### src/rtl/imem_ctrl_pkg.sv
// Shared types and AHB-Lite encodings for the instruction-ROM AHB slave.
// IMEM_CTRL_WAIT_EN adds the WAIT state used by the registered-address build.
package imem_ctrl_pkg;

    typedef enum logic [2:0] {
        ST_IDLE  = 3'd0,
        ST_RDATA = 3'd1,
        ST_ERR1  = 3'd2,
`ifdef IMEM_CTRL_WAIT_EN
        ST_ERR2  = 3'd3,
        ST_WAIT  = 3'd4
`else
        ST_ERR2  = 3'd3
`endif
    } imem_ctrl_state_t;

    localparam logic [1:0] HTRANS_IDLE   = 2'b00;
    localparam logic [1:0] HTRANS_BUSY   = 2'b01;
    localparam logic [1:0] HTRANS_NONSEQ = 2'b10;
    localparam logic [1:0] HTRANS_SEQ    = 2'b11;

    localparam logic [2:0] HSIZE_WORD = 3'b010;

    localparam logic HRESP_OKAY  = 1'b0;
    localparam logic HRESP_ERROR = 1'b1;

    // {HREADYOUT, HRESP} presented while the FSM sits in a given state
    function automatic logic [1:0] resp_of_state(input imem_ctrl_state_t st);
        logic [1:0] r;
        case (st)
            ST_IDLE:  r = {1'b1, HRESP_OKAY};
            ST_RDATA: r = {1'b1, HRESP_OKAY};
            ST_ERR1:  r = {1'b0, HRESP_ERROR};
            ST_ERR2:  r = {1'b1, HRESP_ERROR};
`ifdef IMEM_CTRL_WAIT_EN
            ST_WAIT:  r = {1'b0, HRESP_OKAY};
`endif
            default:  r = {1'b1, HRESP_OKAY};
        endcase
        return r;
    endfunction

endpackage

### src/rtl/imem_ahb_decode.sv
// Combinational classification of an AHB-Lite address phase into good ROM read or error.
module imem_ahb_decode
    import imem_ctrl_pkg::*;
#(
    parameter int unsigned ROM_DEPTH = 256,
    parameter logic [31:0] ROM_BASE  = 32'h0000_0000
) (
    input  logic        hsel,
    input  logic        hready,
    input  logic [1:0]  htrans,
    input  logic        hwrite,
    input  logic [2:0]  hsize,
    input  logic [31:0] haddr,
    output logic        good_rd,
    output logic        err,
    output logic [31:0] offset
);

    // 33 bits so a window ending at the top of the address map cannot wrap
    localparam logic [32:0] ROM_BYTES = 33'(ROM_DEPTH) << 2;

    logic accept_s;
    logic in_range_s;

    // Transfer acceptance, window check and final classification
    always_comb begin
        offset     = haddr - ROM_BASE;
        in_range_s = (haddr >= ROM_BASE) && ({1'b0, offset} < ROM_BYTES);
        accept_s   = hsel && hready &&
                     ((htrans == HTRANS_NONSEQ) || (htrans == HTRANS_SEQ));
        good_rd    = accept_s && !hwrite && (hsize == HSIZE_WORD) &&
                     (haddr[1:0] == 2'b00) && in_range_s;
        err        = accept_s && !good_rd;
    end

endmodule

### src/rtl/imem_ahb_ctrl.sv
// AHB-Lite slave front-end for the instruction ROM: zero-wait reads, two-cycle ERROR.
// Defining IMEM_CTRL_WAIT_EN registers the address phase and adds one wait state per read.
module imem_ahb_ctrl
    import imem_ctrl_pkg::*;
#(
    parameter int unsigned ROM_DEPTH = 256,
    parameter logic [31:0] ROM_BASE  = 32'h0000_0000
) (
    input  logic        clk,
    input  logic        reset,
    input  logic        HSEL1,
    input  logic [31:0] HADDR,
    input  logic [1:0]  HTRANS,
    input  logic        HWRITE,
    input  logic [2:0]  HSIZE,
    input  logic        HREADY,
    output logic [31:0] HRDATA,
    output logic        HREADYOUT,
    output logic        HRESP,
    output logic        rd_en_rom,
    output logic [31:0] address_rom,
    input  logic [31:0] instruction
);

    imem_ctrl_state_t state_q, state_d;
    logic             hreadyout_q, hreadyout_d;
    logic             hresp_q, hresp_d;
    logic [31:0]      addr_q, addr_d;

    logic             good_s;
    logic             err_s;
    logic [31:0]      offset_s;
    logic             open_s;
    logic             take_good_s;

    imem_ahb_decode #(
        .ROM_DEPTH (ROM_DEPTH),
        .ROM_BASE  (ROM_BASE)
    ) u_decode (
        .hsel    (HSEL1),
        .hready  (HREADY),
        .htrans  (HTRANS),
        .hwrite  (HWRITE),
        .hsize   (HSIZE),
        .haddr   (HADDR),
        .good_rd (good_s),
        .err     (err_s),
        .offset  (offset_s)
    );

    // New transfers are only taken in states that drive HREADYOUT high
    always_comb begin
`ifdef IMEM_CTRL_WAIT_EN
        open_s = (state_q != ST_ERR1) && (state_q != ST_WAIT);
`else
        open_s = (state_q != ST_ERR1);
`endif
        take_good_s = good_s && open_s;
    end

    // Next-state, next-response and captured ROM address
    always_comb begin
        state_d = state_q;
        addr_d  = addr_q;
        case (state_q)
            ST_ERR1: state_d = ST_ERR2;
`ifdef IMEM_CTRL_WAIT_EN
            ST_WAIT: state_d = ST_RDATA;
`endif
            default: begin
                if (take_good_s) begin
`ifdef IMEM_CTRL_WAIT_EN
                    state_d = ST_WAIT;
`else
                    state_d = ST_RDATA;
`endif
                end else if (err_s && open_s) begin
                    state_d = ST_ERR1;
                end else begin
                    state_d = ST_IDLE;
                end
            end
        endcase
        if (take_good_s) begin
            addr_d = offset_s;
        end else begin
            addr_d = addr_q;
        end
        {hreadyout_d, hresp_d} = resp_of_state(state_d);
    end

    // FSM and response registers; reset aborts any transfer in flight
    always_ff @(posedge clk) begin
        if (reset) begin
            state_q     <= ST_IDLE;
            hreadyout_q <= 1'b1;
            hresp_q     <= HRESP_OKAY;
            addr_q      <= 32'h0000_0000;
        end else begin
            state_q     <= state_d;
            hreadyout_q <= hreadyout_d;
            hresp_q     <= hresp_d;
            addr_q      <= addr_d;
        end
    end

    // ROM strobe: address phase in the zero-wait build, WAIT state otherwise
    always_comb begin
`ifdef IMEM_CTRL_WAIT_EN
        rd_en_rom   = (state_q == ST_WAIT) && !reset;
        address_rom = addr_q;
`else
        rd_en_rom = take_good_s && !reset;
        if (rd_en_rom) begin
            address_rom = offset_s;
        end else begin
            address_rom = addr_q;
        end
`endif
    end

    // ROM data is only exposed while a read data phase is in progress
    always_comb begin
        if (state_q == ST_RDATA) begin
            HRDATA = instruction;
        end else begin
            HRDATA = 32'h0000_0000;
        end
        HREADYOUT = hreadyout_q;
        HRESP     = hresp_q;
    end

endmodule
### config.mk
export PLATFORM = sky130hd
export DESIGN_NAME = imem_ahb_ctrl
export DESIGN_NICKNAME = d
export VERILOG_FILES = /design/src/rtl/imem_ctrl_pkg.sv /design/src/rtl/imem_ahb_decode.sv /design/src/rtl/imem_ahb_ctrl.sv
export SDC_FILE = /design/constraint.sdc
export NUM_CORES = 1
export LEC_CHECK = 0
export BUFFER_PORTS_ARGS = -buffer_cell sky130_fd_sc_hd__buf_2
export CAP_MARGIN = 30
export CORE_MARGIN = 2
export CORE_UTILIZATION = 35
export CTS_CLUSTER_DIAMETER = 60
export DETAILED_ROUTE_END_ITERATION = 8
export PLACE_DENSITY = 0.81
export SLEW_MARGIN = 25
export SYNTH_ARGS = -nofsm -noshare
export SYNTH_HDL_FRONTEND = slang
export SYNTH_SLANG_ARGS = --single-unit
### constraint.sdc
create_clock -name clk -period 1.75 [get_ports clk]
set_clock_uncertainty 0.2 [all_clocks]
set_input_delay 0.0875 -clock clk [delete_from_list [all_inputs] [get_ports clk]]
set_output_delay 0.0875 -clock clk [all_outputs]
set_load 0.005 [all_outputs]
# Word level (Yosys, flattened, before mapping)
# Cells that the tools add are included.
[totals]
word_cells = 36
register_bits = 37
input_bits = 74
output_inout_bits = 67
[classes]
magnitude_cmp = 2
eq_ne = 8
n_reduce_logical = 16
mux = 6
[ops]
columns = ["cell", "count"]
rows = [
  ["32-bit 2-to-1 mux", 2],
  ["32-bit by 1-bit greater-or-equal comparator with 1-bit output (second input constant)", 1],
  ["32-bit by 11-bit < comparator with 1-bit output (second input constant)", 1],
  ["3-bit by 2-bit equality test with 1-bit output (second input constant)", 4],
  ["1-bit logical AND", 11],
  ["2-bit 2-to-1 mux", 3],
  ["2-bit equality test (second input constant)", 2],
  ["2-bit case mux with 2 select lines", 1],
  ["3-bit by 1-bit equality test with 1-bit output (second input constant)", 1],
  ["1-bit zero test", 3],
  ["3-bit by 2-bit inequality test with 1-bit output (second input constant)", 1],
  ["2-bit zero test", 1],
  ["1-bit logical OR", 1],
]

# Depth between registers and ports, before layout
# Gate-level depths: netlist of the first run.
[depth]
ltp_word = 15
mapped_depth = 6
ltp_nobuf = 4

# Hierarchy
# A second synthesis of the first run with hierarchy kept.
[unflattened]
hier_cells = 276
area_unflattened_um2 = 2403.6
[by_module_without_submodules]
columns = ["module", "area_per_inst_um2", "n_inst", "cells_per_inst", "seq_area_each_um2"]
rows = [
  ["imem_ahb_ctrl", 2055.7, 1, 232, 720.7],
  ["imem_ahb_decode", 347.8, 1, 44, 0.0],
]

# Least setup slack after synthesis of the first run
# Ideal clock, no wire load.
[synth_path]
path_type = "input to output"
from = "input HADDR[14]"
to = "output address_rom[5]"
slack_ps = -52
n_path_buf = 1
t_required_ps = 1462
stages = 5
arrival_ps = 1515
cell_sequence = "nor4_2 -> nand4_2 -> nor4_4 -> buf_4 -> mux2_1"
[synth_between]
elab_chain_len = 6
word_cells_on_any_way = 7
classes_between = "order compare (2); mux (1); reduce/logical (4)"
[synth_rtl]
columns = ["element", "line", "text"]
rows = [
  ["from (decl)", "imem_ahb_ctrl.sv:12", "input logic [31:0] HADDR,"],
  ["32-bit by 1-bit greater-or-equal comparator with 1-bit output or 32-bit by 11-bit < comparator with 1-bit output (tied branches)", "imem_ahb_decode.sv:28", "in_range_s = (haddr >= ROM_BASE) && ({1'b0, offset} < ROM_BYTES);"],
  ["1-bit logical AND (*)", "imem_ahb_decode.sv:28", ""],
  ["1-bit logical AND (*)", "imem_ahb_decode.sv:32", "(haddr[1:0] == 2'b00) && in_range_s;"],
  ["1-bit logical AND (*)", "imem_ahb_ctrl.sv:58", "take_good_s = good_s && open_s;"],
  ["1-bit logical AND (*)", "imem_ahb_ctrl.sv:113", "rd_en_rom = take_good_s && !reset;"],
  ["32-bit 2-to-1 mux (*)", "imem_ahb_ctrl.sv:114", "if (rd_en_rom) begin"],
  ["to (decl)", "imem_ahb_ctrl.sv:21", "output logic [31:0] address_rom,"],
]
# Mark *: on every way between the ends. The rest lies on a longest branch, timed or not.

# Worst setup path in the final report of the first run
[layout_path]
from = "register state_q[1]"
to = "output address_rom[8]"
[layout_between]
elab_chain_len = 4
[layout_rtl]
columns = ["element", "line", "text"]
rows = [
  ["from (decl)", "imem_ahb_ctrl.sv:25", "imem_ctrl_state_t state_q, state_d;"],
  ["from (signal assigned)", "imem_ahb_ctrl.sv:100", "state_q <= state_d;"],
  ["3-bit by 2-bit inequality test with 1-bit output", "imem_ahb_ctrl.sv:56", "open_s = (state_q != ST_ERR1);"],
  ["1-bit logical AND", "imem_ahb_ctrl.sv:58", ""],
  ["1-bit logical AND", "imem_ahb_ctrl.sv:113", ""],
  ["32-bit 2-to-1 mux", "imem_ahb_ctrl.sv:114", ""],
]
# No other way between the ends.

==> impl_metrics.yaml, run 1 <==
route:
  drt_pre_antenna_iters: 6
  wl_mm: 4.89
  wire_per_inst_um: 12.0
  drt-vias-per-instance: 4.57
  detail-route-antenna-nets: 0
  vias: 1863
  drt_iter0_markers: 33
  drc: 0
setup_path:
  critPathKind: "flip-flop to output pin"
  end_kind: "output pin"
  reg2reg_depth: 4
  r2r_end: "addr_q[23]$_SDFFE_PP0N_"
  ff2ff_setup_slack_ps: 380
  r2r_start: "state_q[0]$_SDFF_PP0_"
  critPathBufInv: 2
  startpoint: "state_q[1]$_SDFF_PP0_"
  crit_family: "simple AND/OR/NAND/NOR gates"
  crit_top_cell: "buf_6"
  crit_chain: "nor2b_4 -> nor4_4 -> buf_6 -> mux2_4 -> buf_6"
  startpoint_type: "flip-flop"
  crit_slowest_cell: "nor4_4"
  arrival_ps: 1720
  max_stage_delay_ps: 360
  worst-path-max-fanout: 5
  critPathRequiredTime_ps: 1460
placement:
  portBuffers: 139
  place_worst_setup_slack_ps: -174
  placed_cells: 389
  dp_hpwl_mm: 3.49
  gp_congestion: 0.674
  placed_area_sq_mm: 0.00261
status:
  outcome: "complete, but fails checks"
  violations: "negative setup slack"
timing:
  rsz0062_at_grt: "yes"
  max_freq_mhz: 498
  setup_slack_ps: -260
  fin_setup_tns_ps: -5990
  slew_violations: 0
  period_needed_ps: 2010
  timing.slew.headroom: 0.782
  setup-violations-final: 33
  fin_crit_sh: 1.15
  whs_ps: 149
  hold_viol: 0
  worst_pin_slew_ps: 326
clock_tree:
  cts_root_buffer: "clkbuf_8"
  clk_pin_slew_ps: 70
  h-tree-depth: 2
  cts_buffers: 5
  clock-sinks: 36
  cts_tree: "done"
  clock_path_buffers: 2
  worstSkewPairLatency_ps: 280
global_route:
  grt_pass1_wl_mm: 7.07
  grt_max_degree: 33
  antenna_found_initial: 0
  grt_pass1_vias: 1634
  grt_usage: 0.161
  grt-ovfl-total: 0
power_and_ir_drop:
  p_comb_frac: 0.118
  switchingPower_mw: 0.383
  seqPwrFrac: 0.518
  vdd_ir_drop_max_mv: 0.545
  p_total_mw: 1.59
  cellPowerDensity_mw_per_mm2: 546
  clockPowerShare: 0.364
  p_int_mw: 1.21
  swShare: 0.241
  power_leakage_nw: 1.52
layout:
  nets: 414
  utilization: 0.609
  n_antenna_cell: 0
  fillCellCount: 427
  stdcell_count: 408
  fin_area_sq_mm: 0.00292
  syn2layout_area_growth_pct: 64.9
  drive_above_1_share: 0.531
hold_path:
  worstHoldPathCells: 4
  whs_endpoint: "state_q[1]$_SDFF_PP0_"
  min_path_type: "input pin to flip-flop"
  worstHoldStart: "HREADY"
yosys:
  yosys_warnings: 0
  synth_top_area_frac: 0.407
  syn_nets: 258
  synth_area_sq_mm: 0.00177
  yosys.area.top_type: "dfxtp_1"
  ys_seq_area_frac: 0.407
  ys_ff_latch: 36
  synth.area.top_cells: "dfxtp_1, and2_1, nor2b_1"
  netlist_instances: 184
  synth_cell_types: 23
  avgSynthCellArea_sq_um: 9.62
die:
  rows: 25
  start_util: 0.370
  die_x_um: 75.1
  dieArea_sq_mm: 0.00564
  core_sq_mm: 0.00479
  ioPinCount: 141
  die_h_um: 75.1
job:
  drv_cap: 0
## power groups by stage
stage	logic [mW]	clock network (mW)	registers, mW
2_1_floorplan	0.0479	0	0.843
6_report	0.188	0.579	0.824
3_3_place_gp	0.167	0	0.843
4_1_cts	0.187	0.588	0.824
3_5_place_dp	0.171	0	0.843
5_1_grt	0.206	0.627	0.825
## metal layers
metal	wire length, um	GRT usage
met3	396	0.0348
met4	70	0.0575
met2	2510	0.296
met1	1920	0.181
met5	0	0
## layout by cell type (no fill, tap or decap), drive strengths merged
cell type      n
o21ai          1
a31oi          1
or3            1
buf          153
dlygate4sd3    9
clkinv         3
nor2b         26
nor4b          1
and2          56
and4           2
dfxtp         36
nor2           1
mux2           8
clkbuf         5
o31ai          8
nor4           7
a21oi         11
nand2b         1
and3           1
nand4         10
## cell usage after synthesis
| cell | count |
|---|---|
| and2_1 | 56 |
| clkbuf_1 | 8 |
| nand2b_1 | 1 |
| and3_1 | 1 |
| and4_1 | 2 |
| nand4_1 | 8 |
| mux2_2 | 3 |
| nor4_4 | 3 |
| o31ai_1 | 8 |
| or3_1 | 1 |
| buf_4 | 1 |
| nor4_2 | 4 |
| o21ai_0 | 1 |
| buf_2 | 4 |
| nor4b_4 | 1 |
| a31oi_1 | 1 |
| nor2b_1 | 26 |
| nand4_2 | 1 |
| dfxtp_1 | 36 |
| a21oi_1 | 11 |
| nand4_4 | 1 |
| nor2_1 | 1 |
| mux2_1 | 5 |
## flip-flops by register name (all words and copies together) (netlist names)
| register | count |
|---|---|
| HREADYOUT | 1 |
| HRESP | 1 |
| addr_q | 32 |
| state_q | 2 |
## worst min-delay path: stages
cell and delay (ps):
buf_2 90, and3_1 180, o21ai_0 140, a21oi_1 80
## how the worst max path moves through the flow
stage / cells after the start / slack [ps] / end
floorplan: 5 / -50 / address_rom[5]
global placement: 8 / -130 / address_rom[26]
detailed placement: 8 / -170 / address_rom[26]
CTS: 5 / -240 / address_rom[2]
global route: 5 / -320 / address_rom[8]
finish: 5 / -260 / address_rom[8]
## area by class of cell
type	count	area, sq um	share of cell area
clock buffer	5	68.8	0.0236
clock inverter	3	18.8	0.00644
sequential	36	722	0.248
multi-input combinational	135	1050	0.359
timing repair buffer	162	977	0.335
tap	67	83.8	0.0287
## repair_timing
action | CTS | global route
setup endpoints to repair | 33 | 33
hold endpoints to repair | 8 | 0
cloned | 0 | 1
buffers inserted | 1 | 1
hold buffers | 9 | 0
pin swaps | 0 | 1
resized for setup | 2 | 25
## cell families after synthesis
| kind of cell | share of synthesized area |
|---|---|
| buffers and inverters | 0.0325 |
| AO/OA/AOI/OAI | 0.0714 |
| AND/OR/NAND/NOR | 0.438 |
| multiplexers | 0.0509 |
| flip-flops | 0.407 |
No activity file was read; power rests on OpenSTA's default activity.
==> inputs of run 2 (changes only) <==
- CORE_MARGIN: 2 -> not set
- GPL_TIMING_DRIVEN: not set -> 1
==> impl_metrics.yaml, run 2 (synthesis gave the netlist of run 1 again) <==
die:
  die_h_um: 73.1
  ioPinCount: 141
  dieArea_sq_mm: 0.00534
  start_util: 0.370
  core_sq_mm: 0.00479
  die_x_um: 73.1
  rows: 25
layout:
  nets: 414
  mostFrequentLayoutCells: "buf_2, and2_1, dfxtp_1"
  reg_top3: "addr_q: 32 flops, state_q: 2 flops"
  n_antenna_cell: 0
  utilization: 0.624
  syn2layout_area_growth_pct: 68.7
  final_common_cell: "buf_2"
  multi_input_area_sq_mm: 0.00106
  largest_register: "addr_q"
  largest_register_ffs: 32
  fillCellCount: 407
  drive_above_1_share: 0.531
  regArea_sq_um: 721
power_and_ir_drop:
  swShare: 0.239
  p_int_mw: 1.26
  p_comb_frac: 0.122
  switchingPower_mw: 0.397
  power_leakage_nw: 1.54
  p_total_mw: 1.66
  vdd_ir_drop_max_mv: 0.432
  cellPowerDensity_mw_per_mm2: 555
  clockPowerShare: 0.381
  seqPwrFrac: 0.497
setup_path:
  critPathKind: "input pin to output pin"
  r2r_end: "addr_q[9]$_SDFFE_PP0N_"
  critPathBufInv: 3
  r2r_start: "state_q[1]$_SDFF_PP0_"
  crit_slowest_cell: "nor4_4"
  max_stage_delay_ps: 340
  reg2reg_depth: 4
  ff2ff_setup_slack_ps: 400
  arrival_ps: 1670
  startpoint_type: "input pin"
  crit_top_cell: "buf_6"
  worst-path-max-fanout: 8
  crit_chain: "buf_6 -> nor4_4 -> nand4_2 -> nor4_4 -> buf_6 -> mux2_4 -> buf_6"
  end_kind: "output pin"
  critPathRequiredTime_ps: 1460
  crit_family: "simple AND/OR/NAND/NOR gates"
timing:
  hold_viol: 0
  fin_crit_sh: 1.12
  period_needed_ps: 1960
  max_freq_mhz: 510
  setup_slack_ps: -210
  worst_pin_slew_ps: 293
  rsz0062_at_grt: "yes"
  timing.slew.headroom: 0.804
  slew_violations: 0
  setup-violations-final: 33
clock_tree:
  cts_buffers: 5
  cts_root_buffer: "clkbuf_8"
  clk_pin_slew_ps: 80
  cts_tree: "done"
  clock_path_buffers: 2
  h-tree-depth: 2
  clock-sinks: 36
  worstSkewPairLatency_ps: 290
route:
  wl_mm: 5.02
  detail-route-antenna-nets: 0
  drt-vias-per-instance: 4.67
  drc: 0
  drt_iter0_markers: 48
  wire_per_inst_um: 12.3
  drt_pre_antenna_iters: 4
  vias: 1907
hold_path:
  worstHoldStart: "reset"
  min_path_type: "input pin to flip-flop"
  whs_endpoint: "addr_q[4]$_SDFFE_PP0N_"
  worstHoldPathCells: 3
placement:
  dp_hpwl_mm: 3.59
  portBuffers: 139
  gp_congestion: 0.758
global_route:
  grt_usage: 0.184
  grt_max_degree: 33
  antenna_found_initial: 0
  grt-ovfl-total: 0
  grt_pass1_wl_mm: 7.59
  grt_pass1_vias: 1642
status:
  violations: "negative setup slack"
  outcome: "complete, but fails checks"
job:
  drv_cap: 0
-- run 2: cell types whose count changed in the layout (fill, tap and decap cells not counted), moves of 2 or more --
cell / previous run / this run
nor4_2: 2 / 0
nor4_4: 5 / 7
buf_2: 131 / 125
buf_6: 11 / 16
-- run 2: worst max-delay path by stage --
stage	end	slack [ps]	start	cells after the start
2_1_floorplan	address_rom[5]	-50	HADDR[31]	5
3_3_place_gp	address_rom[2]	-120	HADDR[18]	7
3_5_place_dp	address_rom[2]	-190	HADDR[31]	7
4_1_cts	address_rom[2]	-190	HADDR[17]	7
5_1_grt	address_rom[6]	-260	HADDR[15]	7
6_report	address_rom[4]	-210	HADDR[30]	7
-- run 2: cell type report --
class / instances / area share
multi-input cells: 135 / 0.355
flip-flops and latches: 36 / 0.241
clock inverters: 2 / 0.00461
clock buffers: 6 / 0.0277
repair buffers: 162 / 0.344
well taps: 67 / 0.0281
-- run 2: power by group through the flow --
stage	Sequential (mW)	Combinational, mW	Clock (mW)
after global placement	0.843	0.170	0
final	0.824	0.202	0.631
after detailed placement	0.843	0.173	0
after CTS	0.824	0.201	0.640
after floorplan	0.843	0.0479	0
after global routing	0.825	0.219	0.681
-- run 2: tightest hold or removal path: stages --
cell     delay (ps)
buf_2           130
buf_4           200
a21oi_1          50
-- run 2: per-stage QoR --
step	std cells	area, sq um	hold slack [ps]	setup TNS [ps]	setup WS [ps]
detailed placement	390	2620	167	-4140	-189
finish	408	2990	32.8	-3940	-210
CTS	406	2950	14.7	-3320	-188
global route	408	2990	44.7	-5750	-257
floorplan	184	1790	-43.4	-244	-48.8
global placement	390	2620	159	-2380	-120
-- run 2: repair_timing --
action,4_1_cts,5_1_grt
pin swaps,6,3
gates resized for setup,29,1
gates cloned,0,1
endpoints found under the setup margin,33,33
endpoints found under the hold margin,8,0
setup buffers,0,1
hold buffers,8,0
-- run 2: per-layer routing --
metal  wire length, um  track usage  vias up
met4                38       0.0654        0
met1              2020        0.216      878
met5                 0            0        -
li1                  -            -      939
met3               347       0.0345        2
met2              2610        0.331       88
==> inputs of run 3 (changes only) <==
- CORE_ASPECT_RATIO: not set -> 1.1
==> impl_metrics.yaml, run 3 (synthesis gave the netlist of run 1 again) <==
setup_path:
  arrival_ps: 1680
  end_kind: "output pin"
  startpoint_type: "input pin"
  critPathRequiredTime_ps: 1460
  startpoint: "HADDR[24]"
  worst-path-max-fanout: 8
  critPathKind: "input pin to output pin"
  r2r_start: "state_q[0]$_SDFF_PP0_"
  reg2reg_depth: 4
hold_path:
  min_path_type: "input pin to flip-flop"
  worstHoldPathCells: 4
  worstHoldStart: "HREADY"
placement:
  place_worst_setup_slack_ps: -165
  portBuffers: 139
  placed_area_sq_mm: 0.00261
  gp_congestion: 0.756
  dp_hpwl_mm: 3.43
timing:
  max_freq_mhz: 508
  worst_pin_slew_ps: 317
  fin_setup_tns_ps: -3840
  fin_crit_sh: 1.13
  timing.slew.headroom: 0.786
  setup-violations-final: 33
  hold_viol: 0
  slew_violations: 0
  rsz0062_at_grt: "yes"
  setup_slack_ps: -220
  period_needed_ps: 1970
route:
  wl_met1_mm: 1.91
  drt_iter0_markers: 51
  wire_per_inst_um: 12.6
  dr.max_layer_used: "met4"
  wl_mm: 5.05
  drt_pre_antenna_iters: 4
  drc: 0
  detail-route-antenna-nets: 0
  wl_met2_mm: 2.69
  drt-vias-per-instance: 4.86
  vias: 1950
  wl_met3_um: 379
global_route:
  antenna_found_initial: 0
  grt_max_degree: 33
  grt_pass1_vias: 1866
  grt_pass1_wl_mm: 8.34
  grt-ovfl-total: 0
  grt_usage: 0.190
layout:
  final_common_cell: "buf_2"
  syn2layout_area_growth_pct: 70.7
  nets: 418
  reg_top3: "addr_q: 32 flops, state_q: 2 flops"
  fin_area_sq_mm: 0.00302
  mostFrequentLayoutCells: "buf_2, and2_1, dfxtp_1"
  largest_register_ffs: 32
  utilization: 0.636
  drive_above_1_share: 0.533
  fillCellCount: 398
  n_antenna_cell: 0
  largest_register: "addr_q"
power_and_ir_drop:
  vdd_ir_drop_max_mv: 0.342
  p_total_mw: 1.66
  p_int_mw: 1.27
  power_leakage_nw: 1.56
  clockPowerShare: 0.377
  p_comb_frac: 0.127
  cellPowerDensity_mw_per_mm2: 549
  swShare: 0.236
  switchingPower_mw: 0.392
  seqPwrFrac: 0.497
die:
  die_h_um: 76.6
  ioPinCount: 141
  die_x_um: 69.8
  dieArea_sq_mm: 0.00534
  rows: 26
  core_sq_mm: 0.00475
  start_util: 0.372
status:
  violations: "negative setup slack"
  outcome: "complete, but fails checks"
clock_tree:
  clk_pin_slew_ps: 70
  h-tree-depth: 2
  clock-sinks: 36
  worstSkewPairLatency_ps: 280
  cts_buffers: 5
  cts_tree: "done"
  clock_path_buffers: 2
  cts_root_buffer: "clkbuf_8"
job:
  drv_cap: 0
==> run 3: final timing paths <==
path                              to  slack, ps
max reg2reg  addr_q[18]$_SDFFE_PP0N_        420
max                   address_rom[4]       -220
min            state_q[1]$_SDFF_PP0_        160
min reg2reg  addr_q[27]$_SDFFE_PP0N_        250
==> run 3: stage by stage <==
step           hold slack, ps  instances
2_1_floorplan           -43.4        184
3_3_place_gp              156        379
3_5_place_dp              161        379
4_1_cts                   122        400
5_1_grt                   174        401
6_report                  165        401
==> run 3: power by group through the flow <==
stage	combinational, mW	sequential, mW	clock [mW]
after floorplan	0.0479	0.843	0
after global placement	0.168	0.843	0
after detailed placement	0.171	0.843	0
after CTS	0.195	0.824	0.644
after global routing	0.228	0.825	0.690
final	0.210	0.824	0.625
==> run 3: layer usage <==
metal | vias to the layer above | GRT usage
li1 | 945 | -
met1 | 897 | 0.207
met2 | 99 | 0.347
met3 | 9 | 0.0489
met4 | 0 | 0.0700
met5 | - | 0
==> run 3: final cells by class <==
cell class                 count  area (sq um)  area share
tap                           56          70.1      0.0232
multi-input combinational    135          1060       0.352
clock inverter                 2          13.8     0.00456
sequential                    36           723       0.239
timing repair buffer         166          1070       0.353
clock buffer                   6          82.6      0.0273
==> run 3: repair_timing <==
item | CTS | global route
gates cloned | 0 | 1
pin swaps | 1 | 6
hold buffers | 11 | 0
gates resized for setup | 25 | 10
endpoints found under the hold margin | 10 | 0
endpoints found under the setup margin | 33 | 61
buffers inserted | 2 | 0
==> run 3: critical path, stage by stage <==
cell     delay, ps
buf_6          100
nor4_4         300
nand4_2        190
nor4_4         350
buf_6          200
mux2_4         330
buf_6          120
